**config.mk**
```make
export PLATFORM = sky130hd
export DESIGN_NAME = timer_digit_loader_flat
export DESIGN_NICKNAME = d
export VERILOG_FILES = /design/src/rtl/timer_digit_loader_if.sv /design/src/rtl/timer_digit_loader.sv /design/src/flat_wrapper.sv
export SDC_FILE = /design/constraint.sdc
export NUM_CORES = 1
export LEC_CHECK = 0
export BUFFER_PORTS_ARGS = -buffer_cell sky130_fd_sc_hd__buf_2
export CORE_ASPECT_RATIO = 1.25
export CORE_MARGIN = 2
export CORE_UTILIZATION = 45
export DETAILED_ROUTE_END_ITERATION = 10
export PLACE_DENSITY = 0.63
export RECOVER_POWER = 50
export SYNTH_ARGS = -nofsm -noshare
export SYNTH_HDL_FRONTEND = slang
export SYNTH_SLANG_ARGS = --single-unit
```
**constraint.sdc**
```tcl
create_clock -name clk -period 8.1 [get_ports clk]
set_clock_uncertainty 0.05 [all_clocks]
set_input_delay 1.215 -clock clk [delete_from_list [all_inputs] [get_ports clk]]
set_output_delay 1.215 -clock clk [all_outputs]
set_load 0.02 [all_outputs]
```
**src/rtl/timer_digit_loader_if.sv**
```systemverilog
// Keypad-entry bus: control/keypad inputs toward the loader, BCD digits and status back.
interface timer_digit_loader_if;
    logic       enable;
    logic       clear_entry;
    logic [9:0] keypad;
    logic [3:0] sec_ones;
    logic [3:0] sec_tens;
    logic [3:0] min_ones;
    logic [3:0] min_tens;
    logic       key_valid;
    logic       entry_zero;

    modport master (
        output enable, clear_entry, keypad,
        input  sec_ones, sec_tens, min_ones, min_tens, key_valid, entry_zero
    );

    modport slave (
        input  enable, clear_entry, keypad,
        output sec_ones, sec_tens, min_ones, min_tens, key_valid, entry_zero
    );
endinterface

```
**src/rtl/timer_digit_loader.sv**
```systemverilog
// Debounces the 10-key keypad and shifts one BCD digit per press into a four-digit MM:SS register.
module timer_digit_loader #(
    parameter int DEBOUNCE_CYCLES = 4
) (
    input logic                 clk,
    input logic                 reset,
    timer_digit_loader_if.slave bus
);
    typedef enum logic [1:0] {IDLE, DEBOUNCE, HELD, RELEASE} state_t;

    localparam logic [7:0] DC = 8'(DEBOUNCE_CYCLES);

    state_t      state_q, state_d;
    logic [7:0]  cnt_q, cnt_d, cnt_inc;
    logic [3:0]  code_q, code_d;
    logic [15:0] entry_q, entry_d;
    logic        key_valid_q, entry_zero_q;
    logic        accept;
    logic [3:0]  pop, idx;
    logic        smp_valid, smp_none;

    // Classify the sample: popcount plus index of the (last) set bit.
    always_comb begin
        pop = '0;
        idx = '0;
        for (int i = 0; i < 10; i++) begin
            if (bus.keypad[i]) begin
                pop = pop + 4'd1;
                idx = 4'(i);
            end
        end
        smp_valid = (pop == 4'd1);
        smp_none  = (pop == 4'd0);
    end

    assign cnt_inc = (cnt_q == 8'hFF) ? cnt_q : cnt_q + 8'd1;

    always_comb begin
        state_d = state_q;
        cnt_d   = cnt_q;
        code_d  = code_q;
        accept  = 1'b0;
        if (!bus.enable) begin
            state_d = IDLE;
            cnt_d   = '0;
        end else begin
            case (state_q)
                IDLE: begin
                    if (smp_valid) begin
                        code_d  = idx;
                        cnt_d   = 8'd1;
                        state_d = DEBOUNCE;
                    end
                end
                DEBOUNCE: begin
                    if (smp_valid && idx == code_q) begin
                        cnt_d = cnt_inc;
                        if (cnt_inc == DC) begin
                            accept  = 1'b1;
                            state_d = HELD;
                        end
                    end else if (smp_valid) begin
                        code_d = idx;
                        cnt_d  = 8'd1;
                    end else begin
                        cnt_d   = '0;
                        state_d = IDLE;
                    end
                end
                HELD: begin
                    if (smp_none) begin
                        cnt_d   = 8'd1;
                        state_d = RELEASE;
                    end
                end
                RELEASE: begin
                    if (smp_none) begin
                        cnt_d = cnt_inc;
                        if (cnt_inc == DC) begin
                            cnt_d   = '0;
                            state_d = IDLE;
                        end
                    end else begin
                        state_d = HELD;
                    end
                end
                default: begin
                    cnt_d   = '0;
                    state_d = IDLE;
                end
            endcase
        end
    end

    // Clear wins over a same-edge accept; the FSM still moves on so the key is not taken twice.
    always_comb begin
        entry_d = entry_q;
        if (bus.clear_entry)
            entry_d = '0;
        else if (accept)
            entry_d = {entry_q[11:0], code_q};
    end

    always_ff @(posedge clk) begin
        if (reset) begin
            state_q      <= IDLE;
            cnt_q        <= '0;
            code_q       <= '0;
            entry_q      <= '0;
            key_valid_q  <= 1'b0;
            entry_zero_q <= 1'b1;
        end else begin
            state_q      <= state_d;
            cnt_q        <= cnt_d;
            code_q       <= code_d;
            entry_q      <= entry_d;
            key_valid_q  <= accept & ~bus.clear_entry;
            entry_zero_q <= (entry_d == 16'h0000);
        end
    end

    assign bus.sec_ones   = entry_q[3:0];
    assign bus.sec_tens   = entry_q[7:4];
    assign bus.min_ones   = entry_q[11:8];
    assign bus.min_tens   = entry_q[15:12];
    assign bus.key_valid  = key_valid_q;
    assign bus.entry_zero = entry_zero_q;
endmodule

```
**src/flat_wrapper.sv**
```systemverilog
// flat-port wrapper written by rule: the top's interface ports become plain ports
module timer_digit_loader_flat 
#(
    parameter int DEBOUNCE_CYCLES = 4
)
  (clk, reset, bus_enable, bus_clear_entry, bus_keypad, bus_sec_ones, bus_sec_tens, bus_min_ones, bus_min_tens, bus_key_valid, bus_entry_zero);
  timer_digit_loader_if bus_i ();
  input logic clk;
  input logic reset;
  input wire logic [$bits(bus_i.enable)-1:0] bus_enable;
  input wire logic [$bits(bus_i.clear_entry)-1:0] bus_clear_entry;
  input wire logic [$bits(bus_i.keypad)-1:0] bus_keypad;
  output wire logic [$bits(bus_i.sec_ones)-1:0] bus_sec_ones;
  output wire logic [$bits(bus_i.sec_tens)-1:0] bus_sec_tens;
  output wire logic [$bits(bus_i.min_ones)-1:0] bus_min_ones;
  output wire logic [$bits(bus_i.min_tens)-1:0] bus_min_tens;
  output wire logic [$bits(bus_i.key_valid)-1:0] bus_key_valid;
  output wire logic [$bits(bus_i.entry_zero)-1:0] bus_entry_zero;
  assign bus_i.enable = bus_enable;
  assign bus_i.clear_entry = bus_clear_entry;
  assign bus_i.keypad = bus_keypad;
  assign bus_sec_ones = bus_i.sec_ones;
  assign bus_sec_tens = bus_i.sec_tens;
  assign bus_min_ones = bus_i.min_ones;
  assign bus_min_tens = bus_i.min_tens;
  assign bus_key_valid = bus_i.key_valid;
  assign bus_entry_zero = bus_i.entry_zero;
  timer_digit_loader #(.DEBOUNCE_CYCLES(DEBOUNCE_CYCLES)) u_core (.clk(clk), .reset(reset), .bus(bus_i));
endmodule
```
## Word level (Yosys, flattened, before mapping)

Index checks and enable logic that the tools add are counted.

- $add $sub $neg: 10
- Multiply operators: 0
- Div/mod/pow operators: 0
- Order comparisons: 0
- Equality and inequality tests: 14
- Shift-type cells: 0
- Mux-type cells: 44
- Bitwise gates (word level): 3
- Reductions and logical operators: 9

Operators with widths:

| cell | number |
|---|---|
| $mux W4 | 13 |
| $mux W8 | 6 |
| $add A4 B1 Y4 const B | 8 |
| $mux W16 | 2 |
| $pmux W8 S4 | 1 |
| $mux W2 | 9 |
| $logic_not A16 Y1 | 1 |
| $mux W3 | 4 |
| $ne A3 B3 Y1 const B | 3 |
| $add A8 B1 Y8 const B | 1 |
| $eq A8 B3 Y1 const B | 1 |
| $eq A8 B8 Y1 const B | 1 |
| $pmux W2 S4 | 1 |
| $pmux W4 S2 | 1 |
| $mux W1 | 7 |
| $ne A2 B1 Y1 const B | 3 |
| $reduce_and A3 Y1 | 2 |
| $reduce_and A5 Y1 | 1 |
| $eq A2 B2 Y1 const B | 2 |
| $eq A4 B1 Y1 const B | 1 |
| $eq A4 B4 Y1 | 1 |
| $logic_not A4 Y1 | 1 |
| $add A1 B1 Y2 const B | 1 |
| $eq A2 B1 Y1 const B | 1 |
| 7 further kinds | 8 |

- Register bits after elaboration: 32
- Bits in latches: 0
- RAM bits: 0
- Memory bits (read-only): 0
- Input port bits: 14
- Memories kept: 0

## Depth between registers and ports, before layout

- Word-level depth: 27
- Gate-level depth with buffers: 35
- Mapped depth without buffers: 33

## Worst setup path before layout

No wires, ideal clock.

- Kind: in2reg
- Start: in bus_keypad[0]
- End: reg u_core.entry_zero_q (netlist: u_core.bus.entry_zero)
- Library setup time: 0.116 ns
- Data arrival time: 7.096 ns
- Required time: 7.934 ns
- Path slack: 0.838 ns
- Cell stages on the path: 33
- Cell sequence: ha_1 or2_2 nand2_1 inv_1 ha_1 nand2_1 o21ai_0 ha_1 mux2_2 ha_1 inv_1 a22o_1 o41ai_1 ha_1 nor2b_1 a21oi_1 ha_1 nand2_1 o21ai_0 ha_1 nand2_1 o21ai_0 a21oi_1 inv_1 ha_1 xor3_1 a32o_1 and3_1 mux2_4 and3_4 buf_6 mux2_4 a41o_1

- Word-level cells in the longest chain between the ends: 27

Ends and longest elaborated chain:

| what | RTL line | RTL |
|---|---|---|
| start, declared | flat_wrapper.sv:12 | `input wire logic [$bits(bus_i.keypad)-1:0] bus_keypad;` |
| $mux W1 (*) | timer_digit_loader.sv:27 | `if (bus.keypad[i]) begin` |
| $add A1 B1 Y2 | timer_digit_loader.sv:28 | `pop = pop + 4'd1;` |
| $mux W4 (*) | timer_digit_loader.sv:27 |  |
| $add A4 B1 Y4 | timer_digit_loader.sv:28 |  |
| $mux W4 (*) | timer_digit_loader.sv:27 |  |
| $add A4 B1 Y4 | timer_digit_loader.sv:28 |  |
| $mux W4 (*) | timer_digit_loader.sv:27 |  |
| $add A4 B1 Y4 | timer_digit_loader.sv:28 |  |
| [... 11 more ...] | n/a |  |
| $eq A4 B1 Y1 (*) | timer_digit_loader.sv:32 | `smp_valid = (pop == 4'd1);` |
| $logic_and A1 B1 Y1 (*) | timer_digit_loader.sv:56 | `if (smp_valid && idx == code_q) begin` |
| $mux W1 (*) | timer_digit_loader.sv:56 |  |
| $mux W1 (*) | timer_digit_loader.sv:47 | `case (state_q)` |
| $mux W1 (*) | timer_digit_loader.sv:43 | `if (!bus.enable) begin` |
| $mux W16 (*) | timer_digit_loader.sv:100 | `else if (accept)` |
| $mux W16 (*) | timer_digit_loader.sv:98 | `if (bus.clear_entry)` |
| $logic_not A16 Y1 (*) | timer_digit_loader.sv:118 | `entry_zero_q <= (entry_d == 16'h0000);` |
| end signal, assigned | timer_digit_loader.sv:118 |  |
| end, declared | timer_digit_loader.sv:17 | `logic key_valid_q, entry_zero_q;` |

Mark *: on every way between the ends. The rest lies on a longest branch, timed or not.
A chain may end at the register's enable or synchronous reset.

## Worst setup path after layout

- Start: in bus_keypad[1]
- End: reg u_core.entry_zero_q (netlist: u_core.bus.entry_zero)

- Word-level cells in the longest chain between the ends: 25
- Elaborated cells on any way between the ends: 35
- Those cells by class: 8 x add/sub; 2 x eq/ne; 23 x mux; 2 x reduce/logical

Ends and longest elaborated chain:

| what | RTL line |
|---|---|
| $mux W4 | timer_digit_loader.sv:27 |
| $add A4 B1 Y4 | timer_digit_loader.sv:28 |
| $mux W4 | timer_digit_loader.sv:27 |
| $add A4 B1 Y4 | timer_digit_loader.sv:28 |
| $mux W4 | timer_digit_loader.sv:27 |
| $add A4 B1 Y4 | timer_digit_loader.sv:28 |
| $mux W4 | timer_digit_loader.sv:27 |
| $add A4 B1 Y4 | timer_digit_loader.sv:28 |
| [... 9 more ...] | n/a |
| $eq A4 B1 Y1 | timer_digit_loader.sv:32 |
| $logic_and A1 B1 Y1 (*) | timer_digit_loader.sv:56 |
| $mux W1 (*) | timer_digit_loader.sv:56 |
| $mux W1 (*) | timer_digit_loader.sv:47 |
| $mux W1 (*) | timer_digit_loader.sv:43 |
| $mux W16 (*) | timer_digit_loader.sv:100 |
| $mux W16 (*) | timer_digit_loader.sv:98 |
| $logic_not A16 Y1 (*) | timer_digit_loader.sv:118 |

Marked as above.

==> metrics <==
status=complete, no violations; setup TNS=0 ns; CP required=8.22 ns; DRT Wirelength=about 5.7 mm; RSZ-0062 raised after global routing=false; power density over the cells=between 200 and 250 nW/um2; htree depth=2; Yosys Warn Count=0; Net Count, Synth=about 340; grt total ovfl=0; detailed-route wire length per cell=around 14 um; Max Freq=around 130 MHz; Final WS setup=about 0.64 ns; Max Slew Vio Count=0; sequential share of the synthesized area=24.0%; clk slew on worst S/H paths=around 0.07 ns; crit-path leading delay family=adder cells; Post-synth ARST share=0%; via count=~2,300; final count of hold timing violations=0; initial antenna violation count=0; worst vdd ir=0.0964 mV; Place WS=roughly 0.30 ns; first-pass GRT wire length=9.75 mm; DIE HEIGHT=90.1 um; diode count=0; vias per cell=5.69; Worst setup EP type=flop; DRC Markers=0; number of I/O pins=32; Top FF cell, synth=dfxtp_1; area of placed instances=between 2000 and 3000 um2; Worst path slowest cell=xor3_1; Arr. time, crit path=roughly 7.6 ns; maximum fanout along the worst path=14; Nets=between 300 and 400; GRT Total Usage=a little under a fifth; num rows=31; drt first pass iters=4; CTS tree=yes; P_leak=approximately 1.1 nW; Synth Area in Simple Gates=around 25%; Mapped Cells=between 300 and 400; critical path buffer and inverter count=4; vias in the first global route=2,163; post-CTS sizing=0; Die W=around 73 um; IO buf count=31; cell area after layout=between 2000 and 3000 um2; xor and xnor area share after synthesis=roughly 14%; slew margin rel.=about three fifths; largest family of logic cells by synthesized area=simple AND/OR/NAND/NOR gates; post-synth cell types=64; WHS=approximately 0.48 ns; kind of critical path=primary input to flop; Root Buffer=clkbuf_8; Final setup violation count=0; CTS max path bufs=2; Syn-to-layout area delta=8.30%; Skew-Pair Late Insertion Delay=0.28 ns; hold_buf cts=0; DR iter-0 viols=131; DIE AREA=between 6000 and 7000 um2; fin crit share=between 90% and 100%; gpl congestion=just over 0.8; most frequent CP cell=ha_1; startpoint types=primary input; FF+latch count, synth=32; post-route ant nets=0; worst min path class=flop to flop; Synth Cell Area=2670 um2; Synth Area in Adders=4.69%; worst slew pin tran=between 0.6 and 0.7 ns; post-DP HPWL=between 4 and 5 mm; total CTS buffers=5; crit-path max cell delay=between 0.3 and 0.4 ns; Mean Syn Cell Area=approximately 8.4 um2; Max-Cap Viols=0; mux share of post-synthesis cell area=under 10%; clk sink count=32; Compound-Gate Fraction of Synth Area=between 10% and 20%; Final min period=7.46 ns; Post-synth EDFFs=0; post-CTS setup buffer count=0; largest net degree at the start of global routing=20; Initial Util=between 40% and 50%; share of post-route cells with drive strength above 1=between 10% and 20%; Core Area=roughly 5800 um2
[worst paths after layout]
kind / start / endpoint / slack (ns) / depth (start not counted)
max: bus_keypad[1] / u_core.bus.entry_zero / 0.64 / 33
min: u_core.cnt_q[1] / u_core.cnt_q[1] / 0.48 / 2
max reg2reg: u_core.cnt_q[0] / u_core.entry_q[11] / 4.92 / 11
min reg2reg: u_core.cnt_q[1] / u_core.cnt_q[1] / 0.48 / 2
[where the power goes]
part,switching [mW],internal (mW)
registers,0.00618,0.162
logic,0.151,0.127
clock network,0.0572,0.0912
total,0.214,0.380
[stage by stage]
step / cells / power, mW / utilization, %
after floorplan: 319 / 0.407 / -
after global placement: 399 / 0.444 / 48.6
after detailed placement: 399 / 0.452 / 48.6
after CTS: 407 / 0.603 / 50.5
after global routing: 407 / 0.639 / 50.0
final: 407 / 0.595 / 50.0
[metal layers]
metal  global-route usage, %  up-vias  share of wire (%)
met5                       0        -                  0
met4                    5.71        0                1.8
met3                    2.58        8                2.2
met2                    32.4       45                 52
met1                    21.7     1068                 44
li1                        -     1195                  -
[final cells by class]
class,instances,area [um2]
Multi-Input combinational cell,254,1860
Inverter,14,52.6
Clock inverter,2,35.0
Timing Repair Buffer,33,145
Clock buffer,6,72.6
Tap cell,66,82.6
Fill cell,571,2890
Sequential cell,32,641
[registers in the layout, indices dropped and copies added (netlist names)]
signal / flops
u_core.entry_q: 16
u_core.cnt_q: 8
u_core.code_q: 4
u_core.state_q: 2
u_core.bus.entry_zero: 1
u_core.bus.key_valid: 1
[cell usage after synthesis (3+ instances only)]
cell       n  area, um2
a21oi_1   19       95.1
a311oi_1   3       26.3
a31oi_1    6       37.5
and2_1     7       43.8
and3_1     7       43.8
buf_2      4       20.0
buf_4      3       22.5
buf_6      3       33.8
clkbuf_1   7       26.3
dfxtp_1   32        641
ha_1      10        125
inv_1     13       48.8
mux2i_1   17        170
nand2_1   26       97.6
nand2b_1   5       31.3
nand3_1   12       60.1
nand3b_1   5       37.5
nor2_1    30        113
nor2b_1    4       25.0
nor3_1     8       40.0
nor3b_1    5       37.5
nor4_1     7       43.8
o211a_1    3       30.0
o211ai_1   3       22.5
o21ai_0    7       35.0
or2_2      6       37.5
or3_1      3       18.8
xnor2_1    9       78.8
xnor2_2    4       65.1
xnor3_1    3       67.6
xor2_1     7       61.3
[layout by cell type (no fill, tap or decap), drive strengths merged, types with 5 or more instances in the layout]
cell type,instances
clkbuf,26
xnor2,13
a21oi,20
mux2i,17
xor2,7
o21ai,8
nand3b,5
ha,10
nand2,26
buf,13
nand3,12
dfxtp,32
and3,8
or2,6
and2,7
a31oi,6
nor2,30
nor3,8
nor4,7
nor3b,5
inv,14
nand2b,5
[cell families after synthesis]
family / count (synthesis)
flops: 32
compound gates: 67
mux: 21
buf+inv: 33
simple gates: 129
xor+xnor: 27
fa+ha+maj: 10
[worst min-delay path: stages (launching register included)]
cell,delay (ns)
dfxtp_1,0.34
nand2_1,0.07
a31oi_1,0.07
Note: power is estimated with default switching activity, not from simulation.
